**src/rtl/hex_editor_pkg.sv**
```systemverilog
// hex_editor_pkg: shared types and constants for the hex editor.
//   state_t   : editor FSM state (IDLE / EDIT)
//   BTN_*     : bit index of each button in the debounced press vector
//   PRIO      : button indices, highest-priority action first
//   cnt_w     : counter width for a modulus, never below 1 bit
package hex_editor_pkg;

   typedef enum logic {
      IDLE = 1'b0,
      EDIT = 1'b1
   } state_t;

   localparam int BTN_MODE  = 0;
   localparam int BTN_LEFT  = 1;
   localparam int BTN_RIGHT = 2;
   localparam int BTN_UP    = 3;
   localparam int BTN_DOWN  = 4;
   localparam int BTN_PT    = 5;
   localparam int NUM_BTN   = 6;

   // When several presses land in one cycle only the first listed one acts.
   localparam int PRIO [NUM_BTN] = '{BTN_MODE, BTN_UP, BTN_DOWN,
                                     BTN_LEFT, BTN_RIGHT, BTN_PT};

   function automatic int cnt_w(input int n);
      return (n > 1) ? $clog2(n) : 1;
   endfunction

endpackage

```
**src/rtl/btn_debounce.sv**
```systemverilog
// btn_debounce: synchronises one raw push-button, debounces it and emits a
// one-cycle pulse on each accepted press (release produces nothing).
//   clk   : system clock
//   rst   : asynchronous active-low reset
//   raw   : asynchronous button input
//   level : debounced button level
//   press : registered 1-cycle pulse on a debounced rising edge
module btn_debounce
   import hex_editor_pkg::*;
#(
   parameter int CYCLES = 1000000
) (
   input  logic clk,
   input  logic rst,
   input  logic raw,
   output logic level,
   output logic press
);

   localparam int CW = cnt_w(CYCLES);

   logic          s1, s2;
   logic          level_q;
   logic [CW-1:0] cnt;

   // cnt counts consecutive synced samples that disagree with the accepted
   // level; any agreeing sample (i.e. a bounce back) restarts it.
   always_ff @(posedge clk or negedge rst) begin
      if (!rst) begin
         s1      <= 1'b0;
         s2      <= 1'b0;
         level   <= 1'b0;
         level_q <= 1'b0;
         press   <= 1'b0;
         cnt     <= '0;
      end else begin
         s1      <= raw;
         s2      <= s1;
         level_q <= level;
         press   <= level & ~level_q;
         if (s2 == level) begin
            cnt <= '0;
         end else if (cnt == CW'(CYCLES - 1)) begin
            level <= s2;
            cnt   <= '0;
         end else begin
            cnt <= cnt + 1'b1;
         end
      end
   end

endmodule

```
**src/rtl/hex_editor.sv**
```systemverilog
// hex_editor: turns six raw buttons into edits of a 4-digit hex value with
// per-digit decimal points; the selected digit blinks while editing.
//   clk, rst                : clock, asynchronous active-low reset
//   btn_mode/left/right/up/down/pt : raw push-buttons
//   hexs      : 4 nibbles, nibble 3 is the leftmost digit
//   points    : decimal point per digit, 1 = lit
//   LEs       : blank per digit, 1 = blanked (blink of selected digit)
//   edit_mode : 1 while editing
//   sel       : selected digit index
module hex_editor
   import hex_editor_pkg::*;
#(
   parameter int DEBOUNCE_CYCLES = 1000000,
   parameter int BLINK_CYCLES    = 25000000
) (
   input  logic        clk,
   input  logic        rst,
   input  logic        btn_mode,
   input  logic        btn_left,
   input  logic        btn_right,
   input  logic        btn_up,
   input  logic        btn_down,
   input  logic        btn_pt,
   output logic [15:0] hexs,
   output logic [3:0]  points,
   output logic [3:0]  LEs,
   output logic        edit_mode,
   output logic [1:0]  sel
);

   localparam int BW = cnt_w(BLINK_CYCLES);

   logic [NUM_BTN-1:0] raw;
   logic [NUM_BTN-1:0] press;
   // Edits act only on press pulses; the held levels are not needed here.
   logic [NUM_BTN-1:0] lvl_unused;

   assign raw[BTN_MODE]  = btn_mode;
   assign raw[BTN_LEFT]  = btn_left;
   assign raw[BTN_RIGHT] = btn_right;
   assign raw[BTN_UP]    = btn_up;
   assign raw[BTN_DOWN]  = btn_down;
   assign raw[BTN_PT]    = btn_pt;

   for (genvar g = 0; g < NUM_BTN; g++) begin : g_btn
      btn_debounce #(.CYCLES(DEBOUNCE_CYCLES)) u_db (
         .clk   (clk),
         .rst   (rst),
         .raw   (raw[g]),
         .level (lvl_unused[g]),
         .press (press[g])
      );
   end

   state_t        state, state_n;
   logic [15:0]   hexs_n;
   logic [3:0]    points_n, les_n;
   logic [1:0]    sel_n;
   logic [BW-1:0] bcnt, bcnt_n;
   logic          phase, phase_n;
   logic [NUM_BTN-1:0] act;
   logic [3:0]    nib;

   always_ff @(posedge clk or negedge rst) begin
      if (!rst) begin
         state  <= IDLE;
         hexs   <= '0;
         points <= '0;
         LEs    <= '0;
         sel    <= '0;
         bcnt   <= '0;
         phase  <= 1'b0;
      end else begin
         state  <= state_n;
         hexs   <= hexs_n;
         points <= points_n;
         LEs    <= les_n;
         sel    <= sel_n;
         bcnt   <= bcnt_n;
         phase  <= phase_n;
      end
   end

   assign edit_mode = (state == EDIT);

   always_comb begin
      state_n  = state;
      hexs_n   = hexs;
      points_n = points;
      sel_n    = sel;
      bcnt_n   = bcnt;
      phase_n  = phase;
      act      = '0;
      nib      = hexs[{sel, 2'b00} +: 4];

      // One-hot of the single winning press this cycle.
      for (int i = 0; i < NUM_BTN; i++) begin
         if (press[PRIO[i]] && (act == '0)) act[PRIO[i]] = 1'b1;
      end

      case (state)
         IDLE: begin
            bcnt_n  = '0;
            phase_n = 1'b0;
            if (act[BTN_MODE]) state_n = EDIT;
         end
         EDIT: begin
            if (bcnt == BW'(BLINK_CYCLES - 1)) begin
               bcnt_n  = '0;
               phase_n = ~phase;
            end else begin
               bcnt_n = bcnt + 1'b1;
            end
            if (act[BTN_MODE]) begin
               state_n = IDLE;
               bcnt_n  = '0;
               phase_n = 1'b0;
            end else if (act[BTN_UP]) begin
               hexs_n[{sel, 2'b00} +: 4] = nib + 4'd1;
            end else if (act[BTN_DOWN]) begin
               hexs_n[{sel, 2'b00} +: 4] = nib - 4'd1;
            end else if (act[BTN_LEFT]) begin
               sel_n = sel + 2'd1;
            end else if (act[BTN_RIGHT]) begin
               sel_n = sel - 2'd1;
            end else if (act[BTN_PT]) begin
               points_n[sel] = ~points[sel];
            end
         end
         default: state_n = IDLE;
      endcase

      // Built from next-state values so the blink follows a sel move in the
      // same cycle, without restarting the phase.
      les_n = (state_n == EDIT) ? (4'(phase_n) << sel_n) : 4'b0000;
   end

endmodule

```
**config.mk**
```make
export PLATFORM = sky130hd
export DESIGN_NAME = hex_editor
export DESIGN_NICKNAME = d
export VERILOG_FILES = /design/src/rtl/hex_editor_pkg.sv /design/src/rtl/btn_debounce.sv /design/src/rtl/hex_editor.sv
export SDC_FILE = /design/constraint.sdc
export NUM_CORES = 1
export LEC_CHECK = 0
export BUFFER_PORTS_ARGS = -buffer_cell sky130_fd_sc_hd__buf_2
export CORE_UTILIZATION = 55
export CTS_BUF_LIST = sky130_fd_sc_hd__clkbuf_4 sky130_fd_sc_hd__clkbuf_8 sky130_fd_sc_hd__clkbuf_16
export DETAILED_ROUTE_END_ITERATION = 10
export PLACE_DENSITY = 0.82
export SKIP_CTS_REPAIR_TIMING = 1
export SYNTH_ARGS = -nofsm -noshare
export SYNTH_HDL_FRONTEND = slang
export SYNTH_SLANG_ARGS = --single-unit
```
**constraint.sdc**
```tcl
create_clock -name clk -period 5.86 [get_ports clk]
set_input_delay 0 -clock clk [delete_from_list [all_inputs] [get_ports clk]]
set_output_delay 0 -clock clk [all_outputs]
set_load 0.005 [all_outputs]
```
Word level (Yosys, flattened, before mapping)
Cells that the tools add are included.
{"block": "word_totals", "register_bits": 203, "wordCells": 163, "inputBits": 8, "output_inout_bits": 27}
{"block": "op_classes", "magnitude_cmp": 2, "n_reduce_logical": 19, "n_mux": 43, "shifts": 5, "n_addsub": 12, "n_eq_ne": 13, "bitwise": 26}
{"cell": "2-to-1 mux 20 bit", "n": 12}
{"cell": "adder 20 x 1 -> 20 bit (second input constant)", "n": 6}
{"cell": "== test 20 bit (second input constant)", "n": 6}
{"cell": "2-to-1 mux 25 bit", "n": 2}
{"cell": "one-hot mux 25 bit (2 select lines)", "n": 1}
{"cell": "bitwise mux 16 bit", "n": 2}
{"cell": "2-to-1 mux 16 bit", "n": 2}
{"cell": "indexed part select 4 x 6 -> 16 bit", "n": 2}
{"cell": "adder 25 x 1 -> 25 bit (second input constant)", "n": 1}
{"cell": "== test 25 bit (second input constant)", "n": 1}
{"cell": "NOT 1 bit", "n": 20}
{"cell": "variable shift 4 x 6 -> 16 bit (first input constant)", "n": 1}
{"cell": "indexed part select 16 x 5 -> 4 bit", "n": 1}
{"cell": "2-to-1 mux 1 bit", "n": 12}
{"cell": "2-to-1 mux 2 bit", "n": 6}
{"cell": "AND reduction 2 bit", "n": 6}
{"cell": "AND reduction 7 bit", "n": 1}
{"cell": "bitwise AND 1 bit", "n": 6}
{"cell": "== test 1 bit", "n": 6}
{"cell": "logical AND 1 bit", "n": 6}
{"cell": "negation 4 -> 6 bit", "n": 1}
{"cell": "zero test 5 bit", "n": 1}
{"cell": "adder 4 x 1 -> 4 bit (second input constant)", "n": 1}
{"cell": "bitwise mux 4 bit", "n": 1}
{"cell": "15 further kinds", "n": 16}

Depth between registers and ports, before layout
{"block": "logic_depth", "depth_word": 21, "ltp_mapped": 9, "mapped_depth_nobuf": 8}

Modules after synthesis
Synthesis repeated with hierarchy kept, for this count alone.
{"block": "unflattened", "hier_cells": 934, "area_unflattened_um2": 9823.2}
{"mod": "btn_debounce", "area_each_um2": 1171.1, "seq_area_each_um2": 625.6, "instances": 6, "cells_per_inst": 111}
{"mod": "hex_editor", "area_each_um2": 2796.4, "seq_area_each_um2": 1326.3, "instances": 1, "cells_per_inst": 268}

Worst setup path before layout
OpenSTA, ideal clock, no wires.
{"block": "synth_timing", "path_type": "flip-flop to flip-flop", "from": "register sel[0]", "to": "register hexs[11]", "synth_period_minus_slack_ns": 2.141, "stages_incl_launch_ff": 7, "setup_ns": 0.131, "path_buffers": 1, "setup_slack_ns": 3.719, "t_required_ns": 5.729, "arrival_time_ns": 2.010, "cell_sequence": "dfrtp_1 buf_6 mux4_2 or4_1 nand2_1 xnor2_1 o21ai_1"}
{"block": "synth_via", "elab_chain_cells": 6, "word_cells_on_any_way": 11, "cone_classes": "3 x add/sub; 4 x shift; 4 x mux"}
{"element": "from (decl)", "line_no": "hex_editor.sv:28", "rtl": "output logic [1:0] sel"}
{"element": "from (signal assigned)", "line_no": "hex_editor.sv:78", "rtl": "sel <= sel_n;"}
{"element": "indexed part select 16 x 5 -> 4 bit", "line_no": "hex_editor.sv:94", "rtl": "nib = hexs[{sel, 2'b00} +: 4];"}
{"element": "subtractor 4 x 1 -> 4 bit", "line_no": "hex_editor.sv:121", "rtl": "hexs_n[{sel, 2'b00} +: 4] = nib - 4'd1;"}
{"element": "indexed part select 4 x 6 -> 16 bit", "line_no": "hex_editor.sv:121"}
{"element": "bitwise mux 16 bit", "line_no": "hex_editor.sv:121"}
{"element": "2-to-1 mux 16 bit", "line_no": "hex_editor.sv:120", "rtl": "end else if (act[BTN_DOWN]) begin"}
{"element": "2-to-1 mux 16 bit *", "line_no": "hex_editor.sv:118", "rtl": "end else if (act[BTN_UP]) begin"}
{"element": "to (signal assigned)", "line_no": "hex_editor.sv:75", "rtl": "hexs <= hexs_n;"}
{"element": "to (decl)", "line_no": "hex_editor.sv:24", "rtl": "output logic [15:0] hexs,"}
Every way passes the cells marked *; elsewhere a longest branch is shown, timed or not. The select of a mux whose other input is x is not followed.
A chain may end at the register's enable or synchronous reset.

Worst setup path in the final report
{"block": "layout_timing", "from": "register sel[0]", "to": "register LEs[1]"}
{"block": "layout_via", "elab_chain_cells": 9, "word_cells_on_any_way": 10, "cone_classes": "2 x add/sub; 1 x shift; 7 x mux"}
{"element": "subtractor 2 x 1 -> 2 bit", "line_no": "hex_editor.sv:125", "rtl": "sel_n = sel - 2'd1;"}
{"element": "2-to-1 mux 2 bit", "line_no": "hex_editor.sv:124", "rtl": "end else if (act[BTN_RIGHT]) begin"}
{"element": "2-to-1 mux 2 bit *", "line_no": "hex_editor.sv:122", "rtl": "end else if (act[BTN_LEFT]) begin"}
{"element": "2-to-1 mux 2 bit *", "line_no": "hex_editor.sv:120"}
{"element": "2-to-1 mux 2 bit *", "line_no": "hex_editor.sv:118"}
{"element": "2-to-1 mux 2 bit *", "line_no": "hex_editor.sv:114", "rtl": "if (act[BTN_MODE]) begin"}
{"element": "2-to-1 mux 2 bit *", "line_no": "hex_editor.sv:101", "rtl": "case (state)"}
{"element": "via sel_n[1]", "line_no": "hex_editor.sv:58", "rtl": "logic [1:0] sel_n;"}
{"element": "left shift 1 x 2 -> 4 bit *", "line_no": "hex_editor.sv:135", "rtl": "les_n = (state_n == EDIT) ? (4'(phase_n) << sel_n) : 4'b0000;"}
{"element": "2-to-1 mux 4 bit *", "line_no": "hex_editor.sv:135"}
{"element": "via les_n[1]", "line_no": "hex_editor.sv:57", "rtl": "logic [3:0] points_n, les_n;"}
{"element": "to (signal assigned)", "line_no": "hex_editor.sv:77", "rtl": "LEs <= les_n;"}
{"element": "to (decl)", "line_no": "hex_editor.sv:26", "rtl": "output logic [3:0] LEs,"}
The timed path passes the listed nets; every way through them passes the cells marked *.

==> flow_summary.yaml <==
run_status:
  run_status: "completed"
global_route:
  met1_global_route_usage: 0.275
  groute.layer.met2.usage: 0.327
  met3_usage: 0.0300
  antenna_violations_before_repair: 0
  gr-max-usage-layer: "met2"
  groute.usage.overall: 0.200
  vias_in_the_first_global_route: 6375
  global_route_wire_length_before_repair_um: 29200
  grt_max_degree: 81
  overall_overflow_remaining_after_global_route: 0
cells_and_area:
  layout-area-overhead-vs-synth_pct: 12.4
  mostFrequentLayoutCells: "sky130_fd_sc_hd__dfrtp_1, sky130_fd_sc_hd__nor2_1, sky130_fd_sc_hd__xor2_1"
  multi_input_gate_area_mm2: 0.00403
  most_frequent_standard_cell_in_the_layout_excluding_fill_and_tap_cells: "sky130_fd_sc_hd__dfrtp_1"
  filler_cell_count: 1324
  seqCellArea_mm2: 0.00508
  drive_gt1_frac: 0.0933
  final_core_utilization: 0.631
  antenna_cells: 0
  design.final.nets: 974
floorplan:
  row_count: 47
  die_h_um: 132
  chipWidth_um: 132
  die_area_mm2: 0.0175
  core_mm2: 0.0166
  start_util: 0.562
  ios: 35
setup_path:
  timing.reg2reg.worst_path_depth: 8
  crit_required_ps: 6230
  r2r_slack_ps: 3220
  critical_path.max_fanout: 15
  crit_path_start_kind: "register"
  worstSetupStartpoint: "sel[0]"
  rr_endpoint: "LEs[1]"
  timing_worst_setup_path_type: "reg2reg"
  worstPathArrival_ps: 3000
  endpoint: "LEs[1]"
  timing.critical_path.to_type: "register"
  worst_r2r_startpoint: "sel[0]"
cts:
  cts.clk_slew.worst_paths_ps: 60
  clock_tree_root: "sky130_fd_sc_hd__clkbuf_16"
  tritoncts_clock_tree: "yes"
  clock_sink_count: 203
  clk_latency_ps: 490
  tritoncts_buffers: 21
  cts_htree_levels: 1
  clock_tree.buffer_depth: 3
synth:
  syn_avg_cell_area_um2: 10.3
  synth.yosys.warnings: 0
  synth_top_cells_by_area: "sky130_fd_sc_hd__dfrtp_1, sky130_fd_sc_hd__xor2_1, sky130_fd_sc_hd__nor2_1, sky130_fd_sc_hd__xnor2_1, sky130_fd_sc_hd__nand3_1"
  synth.yosys.seq_area_share: 0.545
  syn-cell-area_mm2: 0.00931
  synth-async-reset-ratio: 1.00
  synth-edff-count: 0
  synth_top_flop_cell: "sky130_fd_sc_hd__dfrtp_1"
  synth_cell_type_count: 46
  syn-num-nets: 927
  postSynthRegisterBits: 203
  yosysTopAreaCell: "sky130_fd_sc_hd__dfrtp_1"
  synth_top_area_frac: 0.545
  post_synth_inst_count: 905
route:
  ant_nets: 0
  vias_per_cell: 5.48
  vias: 6491
  drc: 0
  route.detailed.wl_per_inst_um: 14.1
  drt_iter0_markers: 350
  wirelength_um: 16700
  detailed_routing_iterations_pass_1: 4
placement:
  number_of_buffers_inserted_by_port_buffering: 34
  hpwl_um: 11100
  gp_congestion: 0.856
power_and_ir_drop:
  irDropWorstVdd_mv: 0.201
  p_sw_w: 0.000579
  p_int_w: 0.00223
  power.clock.fraction: 0.466
  leakagePower_nw: 4.55
  combinationalPowerShare: 0.024
  seq_power_share: 0.510
  power-per-cell-area_mw_per_mm2: 268
  power.share.switching: 0.207
timing:
  grt_setup_unrepaired: "no"
  timing_max_transition_violations_final: 0
  total_negative_setup_slacks_ps: 0
  post-route-period-util: 0.450
  post-route-min-period_ps: 2640
  worst_slew_pin_slew_ps: 993
  relSlewSlack: 0.338
  fmaxAchievable_ghz: 0.379
  report.final.setup_viol: 0
  final_number_of_hold_violating_endpoints: 0
  fin_skew_ps: 11.0
job:
  max_cap_violations: 0
worst_hold_path:
  hold_path.class: "in2async"
power by group through the flow:
stage	combinational, W	clock [W]	sequential (W)
2_1_floorplan	0.0000305	0	0.00145
3_3_place_gp	0.0000654	0	0.00145
3_5_place_dp	0.0000680	0	0.00145
4_1_cts	0.0000679	0.00134	0.00143
5_1_grt	0.0000804	0.00140	0.00143
6_report	0.0000683	0.00131	0.00143
layer usage:
metal  routed length (µm)  up-vias
met1                 7770     3191
met4                  327        0
met5                    0        -
li1                     -     3169
met2                 7950      105
met3                  630       26
how the worst min path moves through the flow:
stage | from | end | slack (ps) | cells past startpoint
after global placement | rst | g_btn[4].u_db.cnt[17] | -20 | 1
after global routing | rst | g_btn[4].u_db.cnt[12] | 50 | 2
after floorplan | rst | LEs[0] | -300 | 0
after detailed placement | rst | g_btn[4].u_db.cnt[17] | -20 | 1
after CTS | rst | g_btn[4].u_db.cnt[19] | -540 | 1
final | rst | g_btn[4].u_db.cnt[13] | 10 | 2
synthesized netlist by cell type, types with 5 or more instances:
cell	number
sky130_fd_sc_hd__mux2_2	7
sky130_fd_sc_hd__clkbuf_1	15
sky130_fd_sc_hd__a21oi_1	5
sky130_fd_sc_hd__nor4b_1	9
sky130_fd_sc_hd__o21ai_1	15
sky130_fd_sc_hd__nor2b_1	8
sky130_fd_sc_hd__xnor2_1	60
sky130_fd_sc_hd__nand4_1	32
sky130_fd_sc_hd__or2_1	8
sky130_fd_sc_hd__inv_1	30
sky130_fd_sc_hd__dfrtp_1	203
sky130_fd_sc_hd__and4_1	10
sky130_fd_sc_hd__nor2_1	160
sky130_fd_sc_hd__nor3_1	26
sky130_fd_sc_hd__xor2_1	76
sky130_fd_sc_hd__nor4_1	25
sky130_fd_sc_hd__and3_1	12
sky130_fd_sc_hd__nand2_1	70
sky130_fd_sc_hd__nand3_1	56
sky130_fd_sc_hd__or3_1	12
sky130_fd_sc_hd__ha_1	14
sky130_fd_sc_hd__o21ai_0	5
through the flow:
step                      instance area (µm²)  power [W]  setup WS [ps]  cells  hold WS [ps]
after floorplan                          9310    0.00148           3720    905          -296
after global routing                    10500    0.00291           2940   1185          52.9
after CTS                               10400    0.00284           3190   1178          -540
after global placement                   9710    0.00152           3420   1142         -24.2
after detailed placement                 9710    0.00152           3340   1142         -16.4
final                                   10500    0.00280           3220   1185          14.7
state kept, by name, summed over array words and instances, names as in the netlist, 6 cells and up, named ones only:
signal              count
g_btn.u_db.press        6
g_btn.u_db.s2           6
bcnt                   25
g_btn.u_db.level_q      6
g_btn.u_db.cnt        120
hexs                   12
g_btn.u_db.level        6
g_btn.u_db.s1           6
kinds of logic (layout without fill, tap and decap cells):
family	after synthesis	after routing	share of synthesized area
muxes	17	17	0.0251
AOI/OAI and AO/OA	34	34	0.0218
adders and majority gates	14	14	0.0188
and+or+nand+nor	449	449	0.239
DFF	203	203	0.545
xor gates and xnor gates	136	136	0.128
buffers and inverters	52	112	0.0223
critical path, cell delays in order, from the launching register on:
cell                      delay (ps)
sky130_fd_sc_hd__dfrtp_1         760
sky130_fd_sc_hd__inv_1           180
sky130_fd_sc_hd__ha_1            410
sky130_fd_sc_hd__inv_1           120
sky130_fd_sc_hd__nor4b_1         340
sky130_fd_sc_hd__o21ai_0         140
sky130_fd_sc_hd__o21ai_1         150
sky130_fd_sc_hd__inv_1           100
sky130_fd_sc_hd__nor4_1          300
layout make-up:
type / instances / area share
Sequential cell: 203 / 0.485
Multi-Input combinational cell: 650 / 0.385
Clock buffer: 30 / 0.0602
Tap cell: 220 / 0.0263
Timing Repair Buffer: 44 / 0.0259
Inverter: 32 / 0.0115
Clock inverter: 6 / 0.00562
Power figures use the tool's default switching activity.
